**src/rtl/ll_req_queue.sv**
```systemverilog
// Request buffer between the ROM DMA and the linked-list engine: a DEPTH-entry FIFO
// that issues one request at a time and waits for its completion pulse (or a timeout).

package ll_req_pkg;
  localparam int unsigned HEADPTR_ADDR_WIDTH = 4;
  localparam int unsigned NODENUM_WIDTH      = 8;
  localparam int unsigned DATA_WIDTH         = 16;

  typedef enum logic [1:0] {
    MainOpRead, MainOpInsert, MainOpDelete, MainOpUpdate
  } t_mainop_types;

  typedef enum logic [1:0] {
    SpecHead, SpecTail, SpecPos, SpecValue
  } t_specifier_types;

  typedef struct packed {
    t_mainop_types                 main_op;
    t_specifier_types              spec;
    logic [HEADPTR_ADDR_WIDTH-1:0] ll_num_in;
    logic [NODENUM_WIDTH-1:0]      pos;
    logic [DATA_WIDTH-1:0]         data;
  } t_req_entry;
endpackage

module ll_req_queue
  import ll_req_pkg::*;
#(
  parameter int unsigned DEPTH          = 4,
  parameter int unsigned TIMEOUT_CYCLES = 1024
) (
  input  logic                          clk,
  input  logic                          reset,
  input  logic                          in_req_vld,
  input  t_mainop_types                 in_req_main_op,
  input  t_specifier_types              in_req_spec,
  input  logic [HEADPTR_ADDR_WIDTH-1:0] in_req_ll_num_in,
  input  logic [NODENUM_WIDTH-1:0]      in_req_pos,
  input  logic [DATA_WIDTH-1:0]         in_req_data,
  output logic                          in_ready,
  output logic                          req_vld,
  output t_mainop_types                 req_main_op,
  output t_specifier_types              req_spec,
  output logic [HEADPTR_ADDR_WIDTH-1:0] req_ll_num_in,
  output logic [NODENUM_WIDTH-1:0]      req_pos,
  output logic [DATA_WIDTH-1:0]         req_data,
  input  logic                          intf_ready,
  input  logic                          resp_gen_cmpltd,
  output logic [$clog2(DEPTH):0]        occupancy,
  output logic                          drained,
  output logic                          overflow_err,
  output logic                          spurious_rsp_err,
  output logic                          timeout_err
);

  localparam int unsigned PtrW = $clog2(DEPTH);
  localparam int unsigned OccW = PtrW + 1;
  localparam int unsigned TmoW = $clog2(TIMEOUT_CYCLES);
  localparam logic [TmoW-1:0] TmoMax = TmoW'(TIMEOUT_CYCLES - 1);

  typedef enum logic [0:0] {StIdle, StWaitRsp} state_e;

  state_e          state_q;
  t_req_entry      mem_q [DEPTH];
  t_req_entry      in_entry;
  t_req_entry      head;
  logic [PtrW-1:0] wr_ptr_q, rd_ptr_q;
  logic [OccW-1:0] occ_q;
  logic [TmoW-1:0] tmo_cnt_q;
  logic            push, pop;

  assign in_entry = '{main_op:   in_req_main_op,
                      spec:      in_req_spec,
                      ll_num_in: in_req_ll_num_in,
                      pos:       in_req_pos,
                      data:      in_req_data};

  // Purely registered: a pop in the same cycle does not free a slot for a push.
  assign in_ready = (occ_q != OccW'(DEPTH));
  assign req_vld  = (state_q == StIdle) && (occ_q != '0);
  assign push     = in_req_vld && in_ready;
  assign pop      = req_vld && intf_ready;

  assign head          = mem_q[rd_ptr_q];
  assign req_main_op   = head.main_op;
  assign req_spec      = head.spec;
  assign req_ll_num_in = head.ll_num_in;
  assign req_pos       = head.pos;
  assign req_data      = head.data;

  assign occupancy = occ_q;
  assign drained   = (occ_q == '0) && (state_q == StIdle);

  always_ff @(posedge clk) begin
    if (reset) begin
      state_q          <= StIdle;
      wr_ptr_q         <= '0;
      rd_ptr_q         <= '0;
      occ_q            <= '0;
      tmo_cnt_q        <= '0;
      overflow_err     <= 1'b0;
      spurious_rsp_err <= 1'b0;
      timeout_err      <= 1'b0;
      for (int i = 0; i < DEPTH; i++) mem_q[i] <= '0;
    end else begin
      if (push) begin
        mem_q[wr_ptr_q] <= in_entry;
        wr_ptr_q        <= wr_ptr_q + PtrW'(1);
      end
      if (pop) rd_ptr_q <= rd_ptr_q + PtrW'(1);

      case ({push, pop})
        2'b10:   occ_q <= occ_q + OccW'(1);
        2'b01:   occ_q <= occ_q - OccW'(1);
        default: ;
      endcase

      if (in_req_vld && !in_ready) overflow_err <= 1'b1;

      unique case (state_q)
        StIdle: begin
          if (pop) begin
            tmo_cnt_q <= '0;
            state_q   <= StWaitRsp;
          end
          if (resp_gen_cmpltd) spurious_rsp_err <= 1'b1;
        end
        StWaitRsp: begin
          // A response arriving on the last allowed cycle still counts as on time.
          if (resp_gen_cmpltd) begin
            state_q <= StIdle;
          end else if (tmo_cnt_q == TmoMax) begin
            timeout_err <= 1'b1;
            state_q     <= StIdle;
          end else begin
            tmo_cnt_q <= tmo_cnt_q + TmoW'(1);
          end
        end
        default: state_q <= StIdle;
      endcase
    end
  end

endmodule

```
**config.mk**
```make
export PLATFORM = sky130hd
export DESIGN_NAME = ll_req_queue
export DESIGN_NICKNAME = d
export VERILOG_FILES = /design/src/rtl/ll_req_queue.sv
export SDC_FILE = /design/constraint.sdc
export NUM_CORES = 1
export LEC_CHECK = 0
export CORE_MARGIN = 2
export CORE_UTILIZATION = 54
export DETAILED_ROUTE_END_ITERATION = 10
export DONT_BUFFER_PORTS = 1
export PLACE_DENSITY = 0.72
export REMOVE_ABC_BUFFERS = 1
export SLEW_MARGIN = 10
export SYNTH_ARGS = -nofsm -noshare
export SYNTH_HDL_FRONTEND = slang
export SYNTH_SLANG_ARGS = --single-unit
export TNS_END_PERCENT = 50
```
**constraint.sdc**
```tcl
create_clock -name clk -period 3.23 [get_ports clk]
set_input_delay 0.323 -clock clk [delete_from_list [all_inputs] [get_ports clk]]
set_output_delay 0.323 -clock clk [all_outputs]
set_load 0.02 [all_outputs]
```
==> reports/metrics.csv <==
stage,metric,value,unit
global_routing,initial antenna violation count,0,
floorplanning,die height,116,µm
layout,fin nets,482,
clock_tree,clk buf depth,2,
route,Final ANT Viol Nets,0,
timing,Slew Limit Fails,0,
route,DR WL met3,721,µm
synthesis,asr flop ratio synth,0,%
layout,Layout area overhead,9.62,%
route,WL met1,5.03,mm
clock_tree,Root Driver,clkbuf_16,
route,via count,3583,
layout,filler instances,910,
worst_setup_path,critical path class,reg -> reg,
timing,Rel. slew slack,35.4,%
placement,gpl congestion,0.818,
timing,final hold vios,0,
synthesis,post-synthesis cell type count,47,
min_path,Hold WC Path Type,in -> reg,
route,routed vias/inst,5.75,
route,1st-iter DRT viols,225,
route,drt wl/cell,19.9,µm
floorplanning,Die X-Extent,116,µm
floorplanning,core box area,12100,µm²
timing,total negative slack,0,ps
floorplanning,die area,13400,µm²
route,DRC,0,
clock_tree,post-CTS setup buffers,0,
timing,Peak Freq,0.382,GHz
clock_tree,Num CTS Buffers,17,
worst_setup_path,crit end category,flip-flop,
timing,fin crit period,2620,ps
timing,Worst Skew,3.43,ps
worst_setup_path,WP data arrival,2960,ps
placement,Post-DP Area,6820,µm²
route,Met2 Wirelength,6.40,mm
global_routing,vias in the first global route,3636,
floorplanning,FP Rows,40,
global_routing,global route overflow,0,
clock_tree,TritonCTS clock tree,yes,
global_routing,Total GRT Usage,19.8,%
pwr,Max IR drop VDD,0.407,mV
clock_tree,"Clk Latency, worst-skew pair",420,ps
layout,diode count,0,
layout,Final Cell Area,7370,µm²
layout,layout cells sized above 1,20.0,%
route,max layer used,met4,
synthesis,number of synthesized flops with an enable pin,128,
layout,multi-input logic area,2220,µm²
placement,IO buf count,0,
clock_tree,clock sinks,151,
layout,final core occ,61.1,%
worst_setup_path,type of element launching the critical path,flip-flop,
synthesis,synthesized cell area,6720,µm²
layout,FF+latch area,4310,µm²
status,status,"finished, final reports clean",
floorplanning,initial cell density of the core,55.7,%
route,drt total wl,12.4,mm
placement,DP HPWL,6.96,mm
synthesis,"Avg Cell Area, Syn",15.0,µm²
synthesis,Yosys warnings,0,
job,max cap viols,0,
timing,fin crit share,81.0,%
timing,hold_ws,66.1,ps
worst_setup_path,crit path max fanout,6,
route,1st-pass router iterations,4,
clock_tree,post-CTS sizing,0,
timing,final setup violation count,0,
synthesis,"Seq/Total Area, Yosys",64.0,%
clock_tree,Worst-path clk slew,60,ps
floorplanning,Ports,78,
timing,worst slew pin tran,969,ps
worst_setup_path,required time worst endpoint,3570,ps
global_routing,largest net degree at the start of global routing,97,
clock_tree,H-tree depth,4,
timing,RSZ-0062 raised after global routing,false,
synthesis,cell count after synthesis,448,
synthesis,Synth Register Bits,151,
pwr,Leakage,2.79,nW
synthesis,top_reg_cell synth,edfxtp_1,
pwr,power density over the cells,757,nW/µm²
global_routing,first-pass GRT wire length,19.7,mm
[synth_stat cells, types with 2 or more instances]
master	instances	area (µm²)
edfxtp_1	128	3840
and3_1	64	400
and2_1	57	357
mux4_2	32	721
dfxtp_1	23	460
clkbuf_1	18	67.6
nand3_1	14	70.1
nor2_1	12	45.0
a21oi_1	10	50.1
inv_1	9	33.8
and2_4	8	70.1
buf_6	6	67.6
xor2_1	6	52.6
o21ai_0	5	25.0
a31oi_1	4	25.0
buf_2	4	20.0
buf_4	3	22.5
nand2_1	3	11.3
nor2b_1	3	18.8
o211ai_1	3	22.5
or3_1	3	18.8
or4_1	3	22.5
buf_1	2	7.51
ha_1	2	25.0
nand4_2	2	25.0
nor3_1	2	10.0
or2_2	2	12.5
[area by class of cell]
class | instances | area share, %
Sequential cell | 151 | 58.4
Multi-Input combinational cell | 255 | 30.1
Timing Repair Buffer | 8 | 0.849
Inverter | 9 | 0.458
Clock buffer | 18 | 5.82
Clock inverter | 14 | 1.49
Tap cell | 168 | 2.85
[layout by cell type, fill, tap and decap left out, types with 2 or more instances in the layout]
master / n
ha_1: 2
dfxtp_2: 2
clkbuf_16: 17
clkinvlp_4: 4
and3_1: 64
clkinv_1: 2
nand2_1: 3
mux4_2: 32
o211ai_1: 3
nand4_2: 2
a21oi_1: 10
nor2b_2: 2
or4_1: 3
or2_2: 2
xor2_1: 6
edfxtp_1: 128
and2_4: 8
o21ai_0: 5
buf_4: 7
or3_1: 3
nor2_1: 12
dfxtp_1: 21
and2_1: 57
nor3_1: 2
inv_1: 9
clkinv_2: 5
a31oi_1: 4
nand3_1: 14
[power by group]
part | leakage (nW) | switching, mW | internal (mW)
Combinational | 1.01 | 0.755 | 0.467
Sequential | 1.52 | 0.183 | 2.37
Clock | 0.257 | 0.756 | 1.05
[final timing paths]
path | from | endpoint | depth (start not counted) | slack (ps)
setup / recovery | occupancy[2] | occupancy[2] | 8 | 610
setup reg to reg | occupancy[2] | occupancy[2] | 8 | 610
hold / removal | resp_gen_cmpltd | spurious_rsp_err | 2 | 70
hold reg to reg | tmo_cnt_q[8] | tmo_cnt_q[8] | 2 | 490
[registers in the layout, summed over array words and instances (netlist names), named ones only]
name / count
occupancy: 3
mem_q: 128
wr_ptr_q: 2
rd_ptr_q: 2
overflow_err: 1
tmo_cnt_q: 10
spurious_rsp_err: 1
timeout_err: 1
state_q: 1
[timing repair]
action                                 in CTS  in global routing
hold buffers                                1                  0
setup endpoints to repair                   0                  0
endpoints found under the hold margin      23                  0
[metal layers]
layer / vias up / track usage (%)
li1: 1686 / -
met1: 1802 / 24.1
met2: 80 / 33.6
met3: 15 / 6.07
met4: 0 / 7.55
met5: - / 0
[kinds of logic after synthesis]
| logic type | count (synthesis) | synth area share, % |
|---|---|---|
| simple gates | 181 | 17.1 |
| flops | 151 | 64.0 |
| buf+inv | 42 | 3.26 |
| compound gates | 33 | 3.43 |
| mux | 32 | 10.7 |
| xor+xnor | 6 | 0.782 |
| fa+ha+maj | 3 | 0.670 |
[through the flow]
step / cells / setup WS [ps] / total power [mW]
4_1_cts: 623 / 617 / 5.62
3_3_place_gp: 590 / 711 / 3.81
3_5_place_dp: 590 / 644 / 3.83
2_1_floorplan: 415 / 177 / 3.53
5_1_grt: 623 / 511 / 5.81
6_report: 623 / 613 / 5.57
[critical path, cell delays in order (launching register included)]
cell and delay, ps:
dfxtp_1 510, or3b_1 610, nand2_8 180, ha_1 190
inv_1 60, fa_1 380, xor2_1 160, or3_1 310
a21oi_1 150
No activity file was read; power rests on OpenSTA's default activity.
